## config.mk

```make
export PLATFORM = sky130hd
export DESIGN_NAME = led_req_arbiter
export DESIGN_NICKNAME = d
export VERILOG_FILES = /design/src/rtl/led_req_arbiter.sv
export SDC_FILE = /design/constraint.sdc
export NUM_CORES = 1
export LEC_CHECK = 0
export ABC_AREA = 1
export ABC_CLOCK_PERIOD_IN_PS = 2100
export CAP_MARGIN = 20
export CORE_MARGIN = 2
export CORE_UTILIZATION = 32
export CTS_BUF_LIST = sky130_fd_sc_hd__clkbuf_2
export CTS_CLUSTER_SIZE = 20
export DETAILED_ROUTE_END_ITERATION = 16
export DONT_BUFFER_PORTS = 1
export PLACE_DENSITY_LB_ADDON = 0.05
export SLEW_MARGIN = 20
export SYNTH_ARGS = -nofsm -noshare
export SYNTH_HDL_FRONTEND = slang
export SYNTH_SLANG_ARGS = --single-unit
```

## constraint.sdc

```tcl
create_clock -name clk -period 2.1 [get_ports clk]
set_input_delay 0.21 -clock clk [delete_from_list [all_inputs] [get_ports clk]]
set_output_delay 0.21 -clock clk [all_outputs]
set_load 0.01 [all_outputs]
```

## src/rtl/led_req_arbiter.sv

```systemverilog
// led_req_arbiter: round-robin sharing of four LEDs with dwell, one-cycle blank gap and idle running light; define LED_PWM_EN for PWM dimming
module led_req_arbiter #(
    parameter int NREQ      = 3,
    parameter int DWELL_CYC = 25_000_000,
    parameter int STEP_CYC  = 12_500_000,
    parameter int PWM_DUTY  = 128
) (
    input  logic              clk,
    input  logic              rst,
    input  logic [NREQ-1:0]   req,
    input  logic [4*NREQ-1:0] pat,
    output logic [NREQ-1:0]   grant,
    output logic [3:0]        led,
    output logic              busy
);
    localparam int PW = NREQ > 1 ? $clog2(NREQ) : 1;
    localparam int DW = DWELL_CYC > 1 ? $clog2(DWELL_CYC) : 1;
    localparam int SW = STEP_CYC > 1 ? $clog2(STEP_CYC) : 1;
    typedef enum logic [1:0] {IDLE, SHOW, GAP} state_t;
    state_t          state_q;
    logic [PW-1:0]   ptr_q, owner_q, win_d, ptr_d;
    logic [NREQ-1:0] grant_q;
    logic [DW-1:0]   dwell_q;
    logic [SW-1:0]   step_q;
    logic [3:0]      led_q, idle_q, idle_d, led_d;
    logic            busy_q, go_show, hold, rel, dwell_end, step_end, lit;
`ifdef LED_PWM_EN
    localparam logic [8:0] DUTY = 9'(PWM_DUTY);
    logic [7:0] pwm_q;
    always_ff @(posedge clk) pwm_q <= rst ? 8'd0 : pwm_q + 8'd1;
    assign lit = {1'b0, pwm_q} < DUTY;
`else
    assign lit = 1'b1;
`endif
    // Scan downward so the lowest offset from ptr wins the last assignment.
    always_comb begin
        int j;
        j = 0;
        win_d = ptr_q;
        for (int k = NREQ - 1; k >= 0; k--) begin
            j = int'(ptr_q) + k;
            j = j >= NREQ ? j - NREQ : j;
            win_d = req[PW'(j)] ? PW'(j) : win_d;
        end
    end
    always_comb begin
        dwell_end = dwell_q == DW'(DWELL_CYC - 1);
        step_end  = step_q == SW'(STEP_CYC - 1);
        go_show   = state_q != SHOW && |req;
        hold      = state_q == SHOW && req[owner_q] && !(dwell_end && |(req & ~grant_q));
        rel       = state_q == SHOW && !hold;
        ptr_d     = rel ? (owner_q == PW'(NREQ - 1) ? '0 : owner_q + PW'(1)) : ptr_q;
        idle_d    = state_q != IDLE ? 4'b0001 : step_end ? {idle_q[2:0], idle_q[3]} : idle_q;
        led_d     = go_show ? pat[{win_d, 2'b00} +: 4] : hold ? pat[{owner_q, 2'b00} +: 4] : rel ? 4'b0000 : idle_d;
    end
    always_ff @(posedge clk) begin
        if (rst) begin
            state_q <= IDLE;
            ptr_q   <= '0;
            owner_q <= '0;
            grant_q <= '0;
            dwell_q <= '0;
            step_q  <= '0;
            idle_q  <= 4'b0001;
            led_q   <= 4'b0001;
            busy_q  <= 1'b0;
        end else begin
            state_q <= go_show || hold ? SHOW : rel ? GAP : IDLE;
            ptr_q   <= ptr_d;
            owner_q <= go_show ? win_d : owner_q;
            grant_q <= go_show ? NREQ'(1) << win_d : hold ? grant_q : '0;
            dwell_q <= hold && !dwell_end ? dwell_q + DW'(1) : '0;
            step_q  <= state_q == IDLE && !step_end ? step_q + SW'(1) : '0;
            idle_q  <= idle_d;
            led_q   <= led_d & {4{lit}};
            busy_q  <= go_show || hold || rel;
        end
    end
    assign grant = grant_q;
    assign led   = led_q;
    assign busy  = busy_q;
endmodule

```

==> results of run 1 <==
cells in the mapped netlist (all sizes together):
cell type,n,share of area (%)
o21ai,19,2.6
nor3b,8,1.7
nand4,14,3.0
ha,6,2.1
buf,2,0.45
o211ai,1,0.21
clkinv,2,0.21
dfxtp,67,37
nand3,42,6.4
o21a,5,1.0
xor2,6,1.4
a211oi,2,0.41
clkbuf,2,0.21
nor2,67,8.7
or2,2,0.35
a22oi,2,0.41
nor4,1,0.17
nand3b,2,0.41
inv,73,7.6
xnor2,3,0.73
a31oi,3,0.52
a21oi,32,4.7
nand2,133,14
nor3,20,4.9
a21boi,2,0.41
o22ai,1,0.17
worst max-delay path by stage:
stage	startpoint	endpoint	slack (ps)
6_report	step_q[0]	led[2]	250
5_1_grt	step_q[0]	led[2]	3
4_1_cts	ptr_q[0]	led[0]	10
3_5_place_dp	ptr_q[0]	led[0]	70
3_3_place_gp	ptr_q[0]	led[0]	130
2_1_floorplan	ptr_q[0]	led[0]	320
kinds of logic after synthesis:
kind of cell | synth area share, %
compound gates | 10.5
xor+xnor | 2.17
fa+ha+maj | 2.07
buf+inv | 8.42
flops | 37.0
simple gates | 39.8
through the flow:
step	instances	area [sq um]	power (mW)	setup slack [ps]	util [%]
6_report	690	4200	3.03	251	38.4
5_1_grt	690	4200	3.23	2.96	38.4
4_1_cts	689	4140	3.04	12.2	37.8
3_5_place_dp	660	3840	1.95	75.0	35.1
3_3_place_gp	660	3840	1.96	134	35.1
2_1_floorplan	517	3620	1.80	324	-
cells in the final DEF, fill, tap and decap left out, drive strengths merged, types with 2 or more instances in the layout:
master and instances:
or2 2, bufinv 3, xnor2 3, clkbuf 10
nor2 67, nand3b 2, a21boi 2, a21oi 32
o21a 5, a22oi 2, a31oi 3, xor2 6
buf 8, o21ai 19, dlygate4sd3 13, ha 6
dfxtp 67, nand4 14, a211oi 2, clkinvlp 2
inv 73, nor3b 8, nand3 42, nor3 20
nand2 133, clkinv 3
state kept, by name, summed over array words and instances, names as in the netlist:
name,flops
idle_q,4
state_q,2
led,4
step_q,24
dwell_q,25
grant,3
owner_q,2
busy,1
ptr_q,2
power by group through the flow:
stage | clock, mW | combinational (mW) | sequential, mW
detailed placement | 0 | 0.538 | 1.41
floorplan | 0 | 0.405 | 1.40
global placement | 0 | 0.541 | 1.42
CTS | 1.09 | 0.566 | 1.39
global route | 1.13 | 0.698 | 1.40
finish | 1.04 | 0.607 | 1.39
worst max-delay path: stages, from the launching register on:
cell	delay, ps
sky130_fd_sc_hd__dfxtp_1	430
sky130_fd_sc_hd__ha_1	200
sky130_fd_sc_hd__nand2_2	70
sky130_fd_sc_hd__nor2_4	110
sky130_fd_sc_hd__nand2_1	100
sky130_fd_sc_hd__nor3_4	200
sky130_fd_sc_hd__nand2_2	150
sky130_fd_sc_hd__o211ai_1	270
sky130_fd_sc_hd__nand3_1	100
sky130_fd_sc_hd__nand2_1	80
sky130_fd_sc_hd__nor2_1	50
routing by layer:
layer	wire, um	GRT usage, %	vias to the layer above
met1	4300	19.9	1449
met3	336	3.62	9
li1	-	-	1736
met2	3570	21.2	53
met4	125	6.42	0
met5	0	0	-
timing repair:
action                                  CTS  global route
hold buffers                             13             0
buffers inserted                          0             1
gates resized for setup                   0            14
endpoints found under the hold margin    37             0
endpoints found under the setup margin    0            17
final cells by class:
| class | instances | area [sq um] |
|---|---|---|
| Sequential cell | 67 | 1350 |
| Fill cell | 1185 | 6730 |
| Clock buffer | 10 | 50.0 |
| Timing Repair Buffer | 21 | 203 |
| Multi-Input combinational cell | 371 | 2030 |
| Clock inverter | 6 | 114 |
| Inverter | 75 | 282 |
| Tap cell | 140 | 175 |
==> impl_metrics.json, run 1 <==
{
  "reg2reg_to": "led[2]",
  "worst_setup_path_start_kind": "flop",
  "rows": 38,
  "static-leakage-power_nw": 1.68,
  "post_drt_via_cell_ratio": 4.71,
  "port-buffer-count": 0,
  "synth.distinct_cells": 40,
  "setup_repair_after_global_routing_missed_its_margin": "false",
  "setup_viol": 0,
  "synth_nets": 540,
  "power_frac_seq_pct": 45.8,
  "yosysWarningCount": 0,
  "hold-worst-slack_ps": 67.6,
  "floorplan.die.width_um": 110,
  "worst_path_fanout_max": 6,
  "cellInternalPower_mw": 2.07,
  "chipHeight_um": 110,
  "clkTransAtPathRegs_ps": 220,
  "timing.hold.worst_path_depth": 6,
  "power.density_mw_per_mm2": 722,
  "synth.yosys.seq_area_share_pct": 37.0,
  "final_layout_size_suffix_gt1_share_pct": 16.0,
  "num_io_pins": 25,
  "switching_fraction_pct": 31.7,
  "hold-path-endpoint": "led[3]",
  "worst_setup_path_end_kind": "flop",
  "drt-pass1-iter-count": 4,
  "timing.rr.start": "step_q[0]",
  "final.period_utilization_pct": 88.0,
  "synthesis.instances": 517,
  "pin_slew_with_the_least_headroom_to_its_limit_ps": 635,
  "clock_sinks": 67,
  "r2r.worst_path.cells": 10,
  "fin_tns_setup_ps": 0,
  "worstPathRequired_ps": 2570,
  "routabilityCongestion": 0.809,
  "gr-total-overflow": 0,
  "routed_wirelength_mm": 8.33,
  "numCtsBuffers": 9,
  "cts-htree-levels": 3,
  "drc_errors": 0,
  "place.detailed.hpwl_mm": 6.27,
  "timing.final.crit_period_ps": 1850,
  "min-delay-start": "pat[11]",
  "maximum_number_of_pins_on_one_net_before_global_route_repair": 16,
  "clock-root-buffer": "sky130_fd_sc_hd__clkbuf_2",
  "effective_utilization_at_floorplan_pct": 33.1,
  "report.final.hold_viol_count": 0,
  "grt_pass1_wl_mm": 14.4,
  "skew_ps": 26.5,
  "grt_pass1_vias": 3092,
  "vias": 3247,
  "ys_seq_elements": 67,
  "avgSynthCellArea_sq_um": 7.01,
  "area_growth_pct": 16.0,
  "cap_viol_max_count": 0,
  "global_route.usage.total_pct": 14.4,
  "ir_worst_vdd_v": 0.000326,
  "netSwitchingPower_uw": 961,
  "clkLatencyLatePin_ps": 550,
  "finalNetCount": 568,
  "pwr-share-comb_pct": 20.0,
  "outcome": "complete, no violations",
  "final_max_tran_viols": 0,
  "drtIter0Drc": 154,
  "core_area_sq_mm": 0.0109,
  "die_area_sq_mm": 0.0122,
  "detail_route.wl_per_cell_um": 12.1,
  "number_of_antenna_violations_at_the_first_check_in_global_routing": 0,
  "detail_route_antenna_nets": 0,
  "tritoncts": "done",
  "relSlewSlack_pct": 57.5,
  "synthesis.area_sq_mm": 0.00362,
  "max-clock-path-buffers": 2,
  "power.clock.fraction_pct": 34.2,
  "antennaDiodeCount": 0,
  "worst_hold_path_type": "in -> reg",
  "crit_type": "reg -> reg",
  "timing.critical_path.arrival_ps": 2320,
  "maxClockFrequency_mhz": 541,
  "reg2reg_slack_ps": 250
}
(Power assumes the default switching activity.)
==> run 2, diff against run 1 <==
--- a/config.mk
+++ b/config.mk
@@ -10,7 +10,6 @@
 export CAP_MARGIN = 20
 export CORE_MARGIN = 2
 export CORE_UTILIZATION = 32
-export CTS_BUF_LIST = sky130_fd_sc_hd__clkbuf_2
 export CTS_CLUSTER_SIZE = 20
 export DETAILED_ROUTE_END_ITERATION = 16
 export DONT_BUFFER_PORTS = 1
==> impl_metrics.json, run 2 (same netlist as run 1, synthesis figures left out) <==
{
  "grt_pass1_vias": 3110,
  "clkTransAtPathRegs_ps": 60,
  "setup_viol": 0,
  "max-clock-path-buffers": 2,
  "sequence_of_cells_on_the_critical_path": "ha_1, nand2_1, nor2_2, nand2_2, nor2_4, nand2_2, nor3_4, nand2_2, nor2_4, nand3_1, nand2_1, a21oi_2",
  "largest_register_ffs": 25,
  "static-leakage-power_nw": 1.70,
  "worst_setup_path_start_kind": "flop",
  "worst_setup_path_end_kind": "flop",
  "cts-htree-levels": 3,
  "relSlewSlack_pct": 56.8,
  "chipHeight_um": 110,
  "most-common-layout-cells": "124 x sky130_fd_sc_hd__nand2_1, 65 x sky130_fd_sc_hd__dfxtp_1, 60 x sky130_fd_sc_hd__inv_1, 51 x sky130_fd_sc_hd__nor2_1, 38 x sky130_fd_sc_hd__nand3_1",
  "final.period_utilization_pct": 88.1,
  "final_max_tran_viols": 0,
  "critical_path_s_slowest_cell": "sky130_fd_sc_hd__dfxtp_1",
  "detail_route.wl_per_cell_um": 12.4,
  "clock-root-buffer": "sky130_fd_sc_hd__clkbuf_16",
  "grt_pass1_wl_mm": 14.4,
  "outcome": "complete, no violations",
  "num_io_pins": 25,
  "post_drt_via_cell_ratio": 4.69,
  "final_layout_size_suffix_gt1_share_pct": 16.2,
  "clock_sinks": 67,
  "global_route.usage.total_pct": 14.5,
  "pin_slew_with_the_least_headroom_to_its_limit_ps": 645,
  "setup_repair_after_global_routing_missed_its_margin": "false",
  "port-buffer-count": 0,
  "fin_cells": 677,
  "routed_wirelength_mm": 8.37,
  "timing.critical_path.arrival_ps": 2080,
  "mostFrequentLayoutCell": "sky130_fd_sc_hd__nand2_1",
  "number_of_antenna_violations_at_the_first_check_in_global_routing": 0,
  "tritoncts": "done",
  "drtIter0Drc": 141,
  "skew_ps": 5.27,
  "die_area_sq_mm": 0.0122,
  "numCtsBuffers": 9,
  "maximum_number_of_pins_on_one_net_before_global_route_repair": 16,
  "hold-worst-slack_ps": 64.6,
  "cap_viol_max_count": 0,
  "vias": 3177,
  "reg_top3": "dwell_q x25, step_q x24",
  "timing.final.crit_period_ps": 1850,
  "detail_route_antenna_nets": 0,
  "drt-pass1-iter-count": 5,
  "rows": 38,
  "final_core_utilization_pct": 38.9,
  "report.final.hold_viol_count": 0,
  "floorplan.die.width_um": 110,
  "crit_path_max_incr_delay_ps": 350,
  "fin_tns_setup_ps": 0,
  "place.detailed.hpwl_mm": 6.27,
  "area_growth_pct": 17.5,
  "effective_utilization_at_floorplan_pct": 33.1,
  "antennaDiodeCount": 0,
  "drc_errors": 0,
  "cts_setup_buffers": 0,
  "gr-total-overflow": 0,
  "worst_path_fanout_max": 4,
  "finalNetCount": 555,
  "worst_hold_path_type": "in -> reg",
  "cpMostUsedCell": "sky130_fd_sc_hd__nand2_2",
  "dpl.cell_count": 660,
  "worstPathRequired_ps": 2330,
  "maxClockFrequency_mhz": 541,
  "core_area_sq_mm": 0.0109,
  "ir_worst_vdd_v": 0.000539,
  "crit_type": "reg -> reg",
  "power.density_mw_per_mm2": 878,
  "routabilityCongestion": 0.809,
  "clkLatencyLatePin_ps": 340,
  "registers.top_by_ff_count": "dwell_q"
}
[run 2: cell types whose count changed in the layout (fill, tap and decap cells not counted), sizes merged]
cell / delta
dlygate4sd3: -12
buf: -1
[run 2: per-layer routing]
| layer | track usage (%) | up-vias | share of wire, % |
|---|---|---|---|
| li1 | - | 1701 | - |
| met1 | 19.8 | 1425 | 52 |
| met2 | 21.2 | 41 | 42 |
| met3 | 4.28 | 10 | 4.3 |
| met4 | 6.08 | 0 | 1.5 |
| met5 | 0 | - | 0 |
[run 2: worst paths after layout]
check / startpoint / endpoint / slack, ps / depth (start not counted)
worst max register to register: dwell_q[0] / dwell_q[22] / 250 / 12
worst max-delay path: dwell_q[0] / dwell_q[22] / 250 / 12
worst min-delay path: rst / dwell_q[22] / 60 / 3
worst min register to register: dwell_q[0] / dwell_q[0] / 450 / 1
[run 2: report_power, final]
| group | switching, mW | total, mW | leakage, nW | internal, mW |
|---|---|---|---|---|
| Sequential | 0.0628 | 1.39 | 0.544 | 1.33 |
| Combinational | 0.386 | 0.598 | 0.996 | 0.213 |
| Clock | 0.586 | 1.75 | 0.159 | 1.16 |
| Total | 1.03 | 3.74 | 1.70 | 2.70 |
[run 2: critical path, delay by kind of cell (launching register included)]
kind	cells	cell delay [ps]
AND/OR/NAND/NOR	10	1190
flip-flops	1	350
adder cells (fa/ha/maj)	1	180
AO/OA/AOI/OAI	1	30
[run 2: per-stage QoR]
stage	area (sq um)	setup slack (ps)	total power, mW
after floorplan	3620	324	1.80
after global placement	3840	134	1.96
after detailed placement	3840	75.0	1.95
after CTS	4190	41.5	3.73
after global routing	4260	24.1	3.94
final	4260	251	3.74
[run 2: what timing repair did]
action,4_1_cts,5_1_grt
hold buffers,1,0
endpoints found under the setup margin,0,10
gates resized for setup,0,16
endpoints found under the hold margin,10,0
[run 2: cell type report]
type                       count  area, sq um
fill                        1179         6680
sequential                    67         1340
clock inverter                 6          114
tap                          140          175
clock buffer                  10          229
multi-input combinational    371         2040
timing repair buffer           8         75.1
inverter                      75          282
